`src/rtl/cache_line_fill.sv`:
```
// cache_line_fill: optional dirty-line writeback followed by a block-by-block line fill and a one-cycle install pulse.
module cache_line_fill #(
  parameter int BLOCK_SIZE             = 32,
  parameter int NUM_OF_BLOCKS_PER_LINE = 4,
  parameter int ADDRESS_SIZE           = 32
) (
  input  logic                                         clk,
  input  logic                                         rst_n,
  input  logic                                         fill_req,
  input  logic [ADDRESS_SIZE-1:0]                      fill_addr,
  input  logic                                         wb_req,
  input  logic [ADDRESS_SIZE-1:0]                      wb_addr,
  input  logic [NUM_OF_BLOCKS_PER_LINE*BLOCK_SIZE-1:0] wb_line,
  output logic                                         mem_req,
  output logic                                         mem_we,
  output logic [ADDRESS_SIZE-1:0]                      mem_addr,
  output logic [BLOCK_SIZE-1:0]                        mem_wdata,
  input  logic                                         mem_ready,
  input  logic [BLOCK_SIZE-1:0]                        mem_rdata,
  output logic [NUM_OF_BLOCKS_PER_LINE*BLOCK_SIZE-1:0] line_o,
  output logic [ADDRESS_SIZE-1:0]                      line_addr_o,
  output logic                                         write_line_o,
  output logic                                         busy
);
  localparam int OFF = $clog2(NUM_OF_BLOCKS_PER_LINE);
  localparam int LW  = NUM_OF_BLOCKS_PER_LINE * BLOCK_SIZE;
  localparam logic [ADDRESS_SIZE-1:0] OMASK = ADDRESS_SIZE'(NUM_OF_BLOCKS_PER_LINE - 1);
  localparam logic [1:0] IDLE = 2'd0, WRITEBACK = 2'd1, FILL = 2'd2, COMMIT = 2'd3;

  logic [1:0]              state_q, state_d;
  logic [OFF-1:0]          cnt_q, cnt_d;
  logic [ADDRESS_SIZE-1:0] fill_base_q, fill_base_d, wb_base_q, wb_base_d;
  logic [LW-1:0]           wb_line_q, wb_line_d, line_q, line_d;
  logic [ADDRESS_SIZE-1:0] line_addr_q, line_addr_d, addr_q, addr_d;
  logic [BLOCK_SIZE-1:0]   wdata_q, wdata_d;
  logic                    req_q, req_d, we_q, we_d;
  logic                    done, last;

  assign done = req_q & mem_ready;
  assign last = cnt_q == {OFF{1'b1}};

  always_comb begin
    state_d     = state_q;
    cnt_d       = cnt_q;
    fill_base_d = fill_base_q;
    wb_base_d   = wb_base_q;
    wb_line_d   = wb_line_q;
    line_d      = line_q;
    line_addr_d = line_addr_q;
    req_d       = req_q;
    we_d        = we_q;
    addr_d      = addr_q;
    wdata_d     = wdata_q;
    if (state_q == IDLE) begin
      if (fill_req) begin
        fill_base_d = fill_addr & ~OMASK;
        wb_base_d   = wb_addr & ~OMASK;
        wb_line_d   = wb_line;
        state_d     = wb_req ? WRITEBACK : FILL;
        cnt_d       = '0;
      end
    end else if (state_q == COMMIT) begin
      state_d = IDLE;
    end else begin
      if (done && state_q == FILL) line_d[cnt_q*BLOCK_SIZE +: BLOCK_SIZE] = mem_rdata;
      if (done && last) state_d = (state_q == WRITEBACK) ? FILL : COMMIT;
      if (done && last && state_q == FILL) line_addr_d = fill_base_q;
      cnt_d = done ? cnt_q + OFF'(1) : cnt_q;
      // The first beat of a transfer is issued one cycle after acceptance; later beats follow back to back.
      if (!req_q || done) begin
        req_d   = state_d != COMMIT;
        we_d    = state_d == WRITEBACK;
        addr_d  = req_d ? ((state_d == WRITEBACK ? wb_base_q : fill_base_q) | ADDRESS_SIZE'(cnt_d)) : '0;
        wdata_d = we_d ? wb_line_q[cnt_d*BLOCK_SIZE +: BLOCK_SIZE] : '0;
      end
    end
  end

  always_ff @(posedge clk) begin
    if (!rst_n) begin
      state_q     <= IDLE;
      cnt_q       <= '0;
      fill_base_q <= '0;
      wb_base_q   <= '0;
      wb_line_q   <= '0;
      line_q      <= '0;
      line_addr_q <= '0;
      req_q       <= 1'b0;
      we_q        <= 1'b0;
      addr_q      <= '0;
      wdata_q     <= '0;
    end else begin
      state_q     <= state_d;
      cnt_q       <= cnt_d;
      fill_base_q <= fill_base_d;
      wb_base_q   <= wb_base_d;
      wb_line_q   <= wb_line_d;
      line_q      <= line_d;
      line_addr_q <= line_addr_d;
      req_q       <= req_d;
      we_q        <= we_d;
      addr_q      <= addr_d;
      wdata_q     <= wdata_d;
    end
  end

  assign mem_req      = req_q;
  assign mem_we       = we_q;
  assign mem_addr     = addr_q;
  assign mem_wdata    = wdata_q;
  assign line_o       = line_q;
  assign line_addr_o  = line_addr_q;
  assign write_line_o = state_q == COMMIT;
  assign busy         = state_q != IDLE;
endmodule

```
`config.mk`:
```
export PLATFORM = sky130hd
export DESIGN_NAME = cache_line_fill
export DESIGN_NICKNAME = d
export VERILOG_FILES = /design/src/rtl/cache_line_fill.sv
export SDC_FILE = /design/constraint.sdc
export NUM_CORES = 1
export LEC_CHECK = 0
export CAP_MARGIN = 20
export CORE_MARGIN = 2
export CORE_UTILIZATION = 50
export CTS_BUF_LIST = sky130_fd_sc_hd__clkbuf_4 sky130_fd_sc_hd__clkbuf_8
export DETAILED_ROUTE_END_ITERATION = 10
export GPL_ROUTABILITY_DRIVEN = 0
export PLACE_DENSITY = 0.83
export RECOVER_POWER = 50
export SYNTH_ARGS = -nofsm -noshare
export SYNTH_HDL_FRONTEND = slang
export SYNTH_SLANG_ARGS = --single-unit
```
`constraint.sdc`:
```
create_clock -name clk -period 2.24 [get_ports clk]
set_input_delay 0.448 -clock clk [delete_from_list [all_inputs] [get_ports clk]]
set_output_delay 0.448 -clock clk [all_outputs]
set_load 0.1 [all_outputs]
```
# Yosys cells after proc, flatten, opt, wreduce, memory -nomap -nowiden
# Cells that the tools add are included.
[classes]
n_addsub = 2
multipliers = 0
div = 0
order_cmp = 0
eq_ne = 8
shifts = 3
mux = 16
bitwise_logic = 4
reduce_logical = 12
[op_table]
columns = ["operator", "count"]
rows = [
  ["$bwmux 128", 1],
  ["$shift 32x34->128 const A", 1],
  ["$shiftx 128x8->32", 1],
  ["$shiftx 32x34->128", 1],
  ["$mux 32", 3],
  ["$neg 7->34", 1],
  ["$or 32x2->32", 1],
  ["$mux 2", 11],
  ["$reduce_and 3->1", 3],
  ["$eq 2x2->1 const B", 3],
  ["$eq 2x1->1 const B", 2],
  ["$ne 2x2->1 const B", 2],
  ["$reduce_and 2->1", 2],
  ["$logic_and 1x1->1", 3],
  ["$add 2x1->2 const B", 1],
  ["$logic_not 2->1", 1],
  ["$ne 2x1->1 const B", 1],
  ["$not 1->1", 2],
  ["$reduce_bool 2->1", 1],
  ["$and 1x1->1", 1],
  ["$logic_not 1->1", 1],
  ["$logic_or 1x1->1", 1],
  ["$mux 1", 1],
]
[totals]
regBits = 416
latchBits = 0
mem_bits_rw = 0
romBits = 0
in_bits = 229
output_inout_bits = 228
wordCells = 56
n_memories = 0

# Longest topological paths before layout
# Gate-level depths: netlist of run 1.
[depth]
depth_word = 9
ltp_mapped = 10
depth_no_buf = 6

# Worst setup path before layout of run 1
# No wires, ideal clock.
[synth_path]
kind = "reg2reg"
startpoint = "reg req_q (netlist: mem_req)"
endpoint = "reg addr_q[0] (netlist: mem_addr[0])"
setup_ps = 115
arrival_ps = 2105
required_time_ps = 2125
path_slack_ps = 20
path_stages_with_launch = 7
n_path_buf = 2
synth_period_minus_slack_ps = 2220
cell_sequence = "dfxtp_1 -> buf_4 -> a31oi_1 -> o211ai_1 -> buf_2 -> o2bb2ai_1 -> and2_1"
[synth_via]
elab_chain_cells = 7
word_cells_on_any_way = 12
cone_classes = "1 x eq/ne; 5 x mux; 2 x bitwise; 4 x reduce/logical"
[synth_rtl]
columns = ["element", "line", "text"]
rows = [
  ["from (decl)", "36", "logic req_q, req_d, we_q, we_d;"],
  ["from (signal assigned)", "100", "req_q <= req_d;"],
  ["$and 1x1->1", "39", "assign done = req_q & mem_ready;"],
  ["$logic_and 1x1->1", "66", "if (done && last) state_d = (state_q == WRITEBACK) ? FILL : COMMIT;"],
  ["$mux 2", "66", ""],
  ["$mux 2", "62", "end else if (state_q == COMMIT) begin"],
  ["$mux 2", "54", "if (state_q == IDLE) begin"],
  ["$ne 2x2->1", "71", "req_d = state_d != COMMIT;"],
  ["$mux 32", "73", "addr_d = req_d ? ((state_d == WRITEBACK ? wb_base_q : fill_base_q) | ADDRESS_SIZE'(cnt_d)) : '0;"],
  ["to (signal assigned)", "102", "addr_q <= addr_d;"],
  ["to (decl)", "34", "logic [ADDRESS_SIZE-1:0] line_addr_q, line_addr_d, addr_q, addr_d;"],
]
# Several ways; a longest one is shown, not always the timed one. The select of a mux whose other input is x is not followed.
# A chain may end at the register's enable or synchronous reset.

# Worst setup path in the final report of run 1
[layout_path]
startpoint = "reg state_q[1]"
endpoint = "out busy"
[layout_via]
elab_chain_cells = 1
[layout_rtl]
columns = ["element", "line", "text"]
rows = [
  ["from (decl)", "30", "logic [1:0] state_q, state_d;"],
  ["from (signal assigned)", "93", "state_q <= state_d;"],
  ["$reduce_bool 2->1", "114", "assign busy = state_q != IDLE;"],
  ["to (decl)", "23", "output logic busy"],
]
# No other way between the ends.

==> results_dict.tcl, run 1 <==
set metrics [dict create \
    final_cells 2846 \
    avgRoutedWirePerCell_um 18.40 \
    grt_usage 0.2878 \
    placedCellCount 2717 \
    r2r_slack_ns 0.19 \
    grt_pass1_wl_um 81920 \
    initial_core_util 0.5031 \
    slew_headroom 0.3318 \
    met2_length_um 25130 \
    syn-cell-area_um2 16740 \
    die_w_um 187 \
    fmax_mhz 477.8 \
    fin_crit_ns 2.093 \
    tightestPinTransition_ns 1.002 \
    met1_length_um 20890 \
    layout.nets 2579 \
    seq_area_frac_synth 0.4973 \
    top_layer "met4" \
    clkTransAtPathRegs_ns 0.06 \
    crit_slowest_cell "dfxtp_2" \
    fillers 2752 \
    setup_viol 0 \
    ys_seq_elements 416 \
    clock_skew_ns 0.03322 \
    path_class "flop to primary output" \
    max_stage_delay_ns 0.35 \
    hold_viol_final 0 \
    fp.coreArea_um2 33280 \
    rows 67 \
    routed_wl_um 52360 \
    endpoint_kind "primary output" \
    rsz0062_at_grt "no" \
    grt_start_max_net_pins 150 \
    cp_cell_sequence "inv_1, ha_2, inv_1, buf_12" \
    postLayoutCoreUtil 0.6706 \
    dp_hpwl_um 35350 \
    antenna_found_initial 4 \
    worstPathRequired_ns 1.79 \
    grt-ovfl-total 0 \
    ys.warnings.count 0 \
    hold_path.class "primary input to flop" \
    startpoint_type "flop" \
    vias 15720 \
    cts_max_level 3 \
    ir_drop_uv 544.4 \
    via_per_inst 5.522 \
    root_buffer "clkbuf_8" \
    cts_tree "done" \
    synth_area_leader_cell "dfxtp_1" \
    clock-sinks 416 \
    power_density_nw_per_um2 777.4 \
    multi_input_area_um2 7679 \
    syn_inst 1938 \
    synth.top_cell.area_share 0.4973 \
    cts_setup_buffers 0 \
    numCtsBuffers 70 \
    drc 0 \
    synth_ff_type "dfxtp_1" \
    period_share 0.9344 \
    drt_iter0_drc 1222 \
    die_area_um2 34970 \
    met3_length_um 4063 \
    final-seq-area_um2 8329 \
    io_pins 457 \
    synth_edf_count 0 \
    port_buffers 450 \
    dr.pass1.iters 7 \
    cap_violations 0 \
    synth_area_leaders "dfxtp_1, nand2_1, a21boi_0, a21boi_1, a22oi_1" \
    drive_above_1_share 0.1747 \
    crit_fanout 9 \
    grt_pass1_vias 15660 \
    area_growth_pct 33.29 \
    die_h_um 187 \
    postSynth.asyncResetShare 0 \
    cp_common_cell "inv_1" \
    insertion_delay_ns 0.58 \
    report.final.slew_viol_count 0 \
    outcome "completed" \
    ant_nets 0 \
    critPathArrivalTime_ns 1.64 \
    syn_area_per_cell_um2 8.640 \
    power.total_uw 17350 \
    leakage_uw 0.008455 \
    cts_buffer_depth 3 \
    synth_cell_types 47 \
]
==> Yosys cell counts (32+ instances only) <==
cell	n
nor2b_1	67
o31ai_1	32
a21boi_1	85
dfxtp_1	416
clkbuf_1	91
nand2_1	569
nand3_1	91
buf_2	55
a21boi_0	230
o22ai_1	53
a22oi_1	64
o21ai_0	34
==> report_power, final <==
part | total (uW) | leakage [uW] | switching, uW | internal (uW)
Combinational | 2260 | 0.00426 | 1320 | 937
Clock | 7200 | 0.000812 | 3010 | 4180
Sequential | 7900 | 0.00338 | 193 | 7710
Total | 17400 | 0.00846 | 4520 | 12800
==> final cells by class <==
class | count | area share
antenna | 5 | 0.0005606
clock buffer | 112 | 0.06430
clock inverter | 12 | 0.004373
inverter | 6 | 0.001009
multi-input combinational | 1346 | 0.3440
sequential | 416 | 0.3732
tap | 448 | 0.02511
timing repair buffer | 501 | 0.1874
==> cell families after synthesis <==
| group | after synthesis | share of synthesized area |
|---|---|---|
| AO/OA/AOI/OAI | 552 | 0.2402 |
| XOR/XNOR | 1 | 0.0005231 |
| adder cells (fa/ha/maj) | 9 | 0.006725 |
| buffers and inverters | 177 | 0.04722 |
| flip-flops | 416 | 0.4973 |
| multiplexers | 26 | 0.01577 |
| other | 1 | 0.0002239 |
| AND/OR/NAND/NOR | 756 | 0.1920 |
==> critical path, delay by kind of cell (launching register included) <==
family,cells,cell delay (ns)
buf+inv,3,0.43
flops,1,0.35
fa+ha+maj,1,0.30
==> cells in the final DEF, fill, tap and decap left out, types with 4 or more instances in the layout <==
cell type        synthesis  layout
nand2_1                569     567
dfxtp_1                416     415
a21boi_0               230     230
clkdlybuf4s50_1          0     223
clkbuf_2                 1     222
clkbuf_8                 0      96
nand3_1                 91      91
a21boi_1                85      84
nor2b_1                 67      66
a22oi_1                 64      64
o22ai_1                 53      53
o21ai_0                 34      34
buf_12                   0      33
o31ai_1                 32      32
a21o_1                  30      30
mux2i_1                 25      25
buf_4                   15      22
clkbuf_4                 0      17
a22o_1                  11      11
ha_1                     9       8
clkinv_2                 0       7
diode_2                  0       5
inv_1                    5       5
and2_1                   6       5
nand4b_1                 4       4
nor2_1                   4       4
==> state kept, by name, summed over array words and instances, names as in the netlist <==
register	count
line_o	128
cnt_q	2
wb_base_q	30
mem_wdata	32
wb_line_q	128
state_q	2
line_addr_o	30
mem_we	1
mem_req	1
mem_addr	32
fill_base_q	30
==> per-layer routing <==
| metal | vias up | GRT usage |
|---|---|---|
| met4 | 0 | 0.1493 |
| met2 | 646 | 0.4846 |
| li1 | 7433 | - |
| met1 | 7498 | 0.3419 |
| met3 | 138 | 0.06904 |
| met5 | - | 0 |
==> worst paths after layout <==
check | cells after the start | start | to
setup reg to reg | 7 | cnt_q[0] | mem_wdata[28]
hold reg to reg | 2 | mem_addr[26] | mem_addr[26]
setup / recovery | 4 | state_q[1] | busy
hold / removal | 2 | rst_n | state_q[0]
==> metrics by stage <==
| step | hold slack [ns] | TNS (ns) | cell area [um2] | setup WS (ns) |
|---|---|---|---|---|
| after global routing | 0.2150 | 0 | 22320 | 0.05975 |
| after global placement | 0.4380 | -0.1505 | 21340 | -0.04162 |
| after floorplan | 0.4405 | 0 | 16750 | 0.02043 |
| after detailed placement | 0.4434 | -2.149 | 21340 | -0.08114 |
| final | 0.2304 | 0 | 22320 | 0.1470 |
| after CTS | 0.1928 | 0 | 22880 | 0.04180 |
==> timing repair <==
action / 4_1_cts / 5_1_grt
resized for setup: 1 / 3
hold buffers: 0 / 0
endpoints found under the setup margin: 1 / 42
Note: power is estimated with default switching activity, not from simulation.
==> run 2, diff against run 1 <==
Settings changed: CORE_MARGIN 2 to not set.
==> run 2 against run 1 <==
Wire length decreased by 0.16%. Count of clock-buffer cells in the layout decreased by 2. Clock power about the same. Non-clock buffer count decreased by 2. Die area decreased by 2.1%. Core utilization increased by 0.79 points. Combinational power decreased by 2%. Register-to-register slack got worse by 0.08 ns. Setup slack got worse by 0.041 ns. Cell area decreased by 0.33%. Cell count decreased by 0.25%. Critical path depth unchanged. Largest cell class unchanged.
==> results_dict.tcl, run 2 (synthesis results as in run 1) <==
set metrics [dict create \
    outcome "completed" \
    path_class "flop to primary output" \
    place_ws_ns -0.1029 \
    cts_tree "done" \
    ant_nets 0 \
    port_buffers 450 \
    dr.pass1.iters 5 \
    ir_drop_uv 478.5 \
    crit_fanout 9 \
    cts_max_level 3 \
    cts_hold_buf 0 \
    r2r_slack_ns 0.11 \
    holdWs_ns 0.3833 \
    postLayoutCoreUtil 0.6786 \
    crit_slowest_cell "dfxtp_1" \
    grt_pass1_vias 15370 \
    initial_core_util 0.5108 \
    critPathArrivalTime_ns 1.69 \
    layout.nets 2575 \
    clock-sinks 416 \
    crit_path_start "state_q[1]" \
    area_growth_pct 32.85 \
    root_buffer "clkbuf_8" \
    cts_buffer_depth 3 \
    startpoint_type "flop" \
    fin_crit_ns 2.134 \
    rows 66 \
    leakage_uw 0.008433 \
    endpoint "busy" \
    dp_hpwl_um 34350 \
    hold_viol_final 0 \
    grt_usage 0.2999 \
    numCtsBuffers 68 \
    report.final.slew_viol_count 0 \
    grt_start_max_net_pins 129 \
    placed_cell_area_um2 21280 \
    worstPathRequired_ns 1.79 \
    period_share 0.9528 \
    reg2reg_from "state_q[1]" \
    via_per_inst 5.502 \
    io_pins 457 \
    drt_iter0_drc 1060 \
    final_cell_mix "nand2_1, dfxtp_1, a21boi_0" \
    die_h_um 185 \
    vias 15620 \
    final_common_cell "nand2_1" \
    clock_skew_ns 0.02573 \
    avgRoutedWirePerCell_um 18.41 \
    grt-ovfl-total 0 \
    routed_wl_um 52280 \
    drive_above_1_share 0.1740 \
    min_from "rst_n" \
    fp.coreArea_um2 32780 \
    fmax_mhz 468.5 \
    hold_path.class "primary input to flop" \
    grt_pass1_wl_um 81330 \
    slew_headroom 0.3721 \
    tightestPinTransition_ns 0.9418 \
    antenna_found_initial 8 \
    final.setup.worst_slack_ns 0.1057 \
    drc 0 \
    power_density_nw_per_um2 778.5 \
    die_w_um 185 \
    insertion_delay_ns 0.58 \
    r2r_cells 7 \
    rr_endpoint "line_o[114]" \
    final_area_um2 22250 \
    die_area_um2 34230 \
    max_stage_delay_ns 0.43 \
    cp_cell_sequence "inv_1, ha_2, inv_2, buf_12" \
    endpoint_kind "primary output" \
    cap_violations 0 \
    setup_viol 0 \
    clkTransAtPathRegs_ns 0.06 \
    rsz0062_at_grt "no" \
]
==> run 2: cell types whose count changed in the layout (fill, tap and decap cells not counted), sizes merged <==
cell      before  now
buf           55   50
clkbuf       335  336
clkinv         7    9
clkinvlp       2    1
diode          5    6
inv            8    9
==> run 2: final cells by class <==
cell class / count / area [um2]
timing repair buffer: 499 / 4113
multi-input combinational: 1346 / 7686
antenna: 6 / 15.01
tap: 442 / 553.0
fill: 2694 / 10540
inverter: 6 / 22.52
clock buffer: 110 / 1420
sequential: 416 / 8328
clock inverter: 14 / 108.9
==> run 2: worst min-delay path by stage <==
stage	endpoint	slack (ns)	cells after the start
2_1_floorplan	line_addr_o[27]	0.44	2
3_3_place_gp	mem_wdata[24]	0.44	2
3_5_place_dp	mem_wdata[30]	0.44	2
4_1_cts	state_q[0]	0.35	2
5_1_grt	state_q[0]	0.37	2
6_report	wb_line_q[123]	0.38	2
==> run 2: metal layers <==
layer | wire length [um] | GRT usage | part of all wire
met1 | 20990 | 0.3593 | 0.40
met4 | 2964 | 0.1911 | 0.057
met5 | 24 | 0 | 0.00046
met3 | 3908 | 0.07000 | 0.075
met2 | 24390 | 0.4841 | 0.47
==> run 2: repair_timing <==
action / in CTS / in global routing
pin swaps: 0 / 0
endpoints found under the hold margin: 0 / 0
gates resized for setup: 1 / 3
endpoints found under the setup margin: 1 / 41
buffers inserted: 0 / 0
==> run 2: where the power goes <==
group	leakage, uW	switching (uW)	total [uW]	internal [uW]
Sequential	0.00338	191	7900	7700
Combinational	0.00424	1310	2220	914
Clock	0.000815	3050	7200	4150
Total	0.00843	4550	17300	12800
==> run 2: metrics by stage <==
stage,total power [uW],setup TNS (ns),cells
global placement,10240,-0.8082,2709
CTS,17460,0,2833
finish,17320,0,2839
detailed placement,10290,-2.527,2709
floorplan,9314,0,1939
global route,17990,0,2839
==> run 2: critical path: cells and delay by family, from the launching register on <==
| kind | cells | cell delay, ns |
|---|---|---|
| buffers and inverters | 3 | 0.43 |
| flip-flops | 1 | 0.43 |
| adder cells (fa/ha/maj) | 1 | 0.26 |
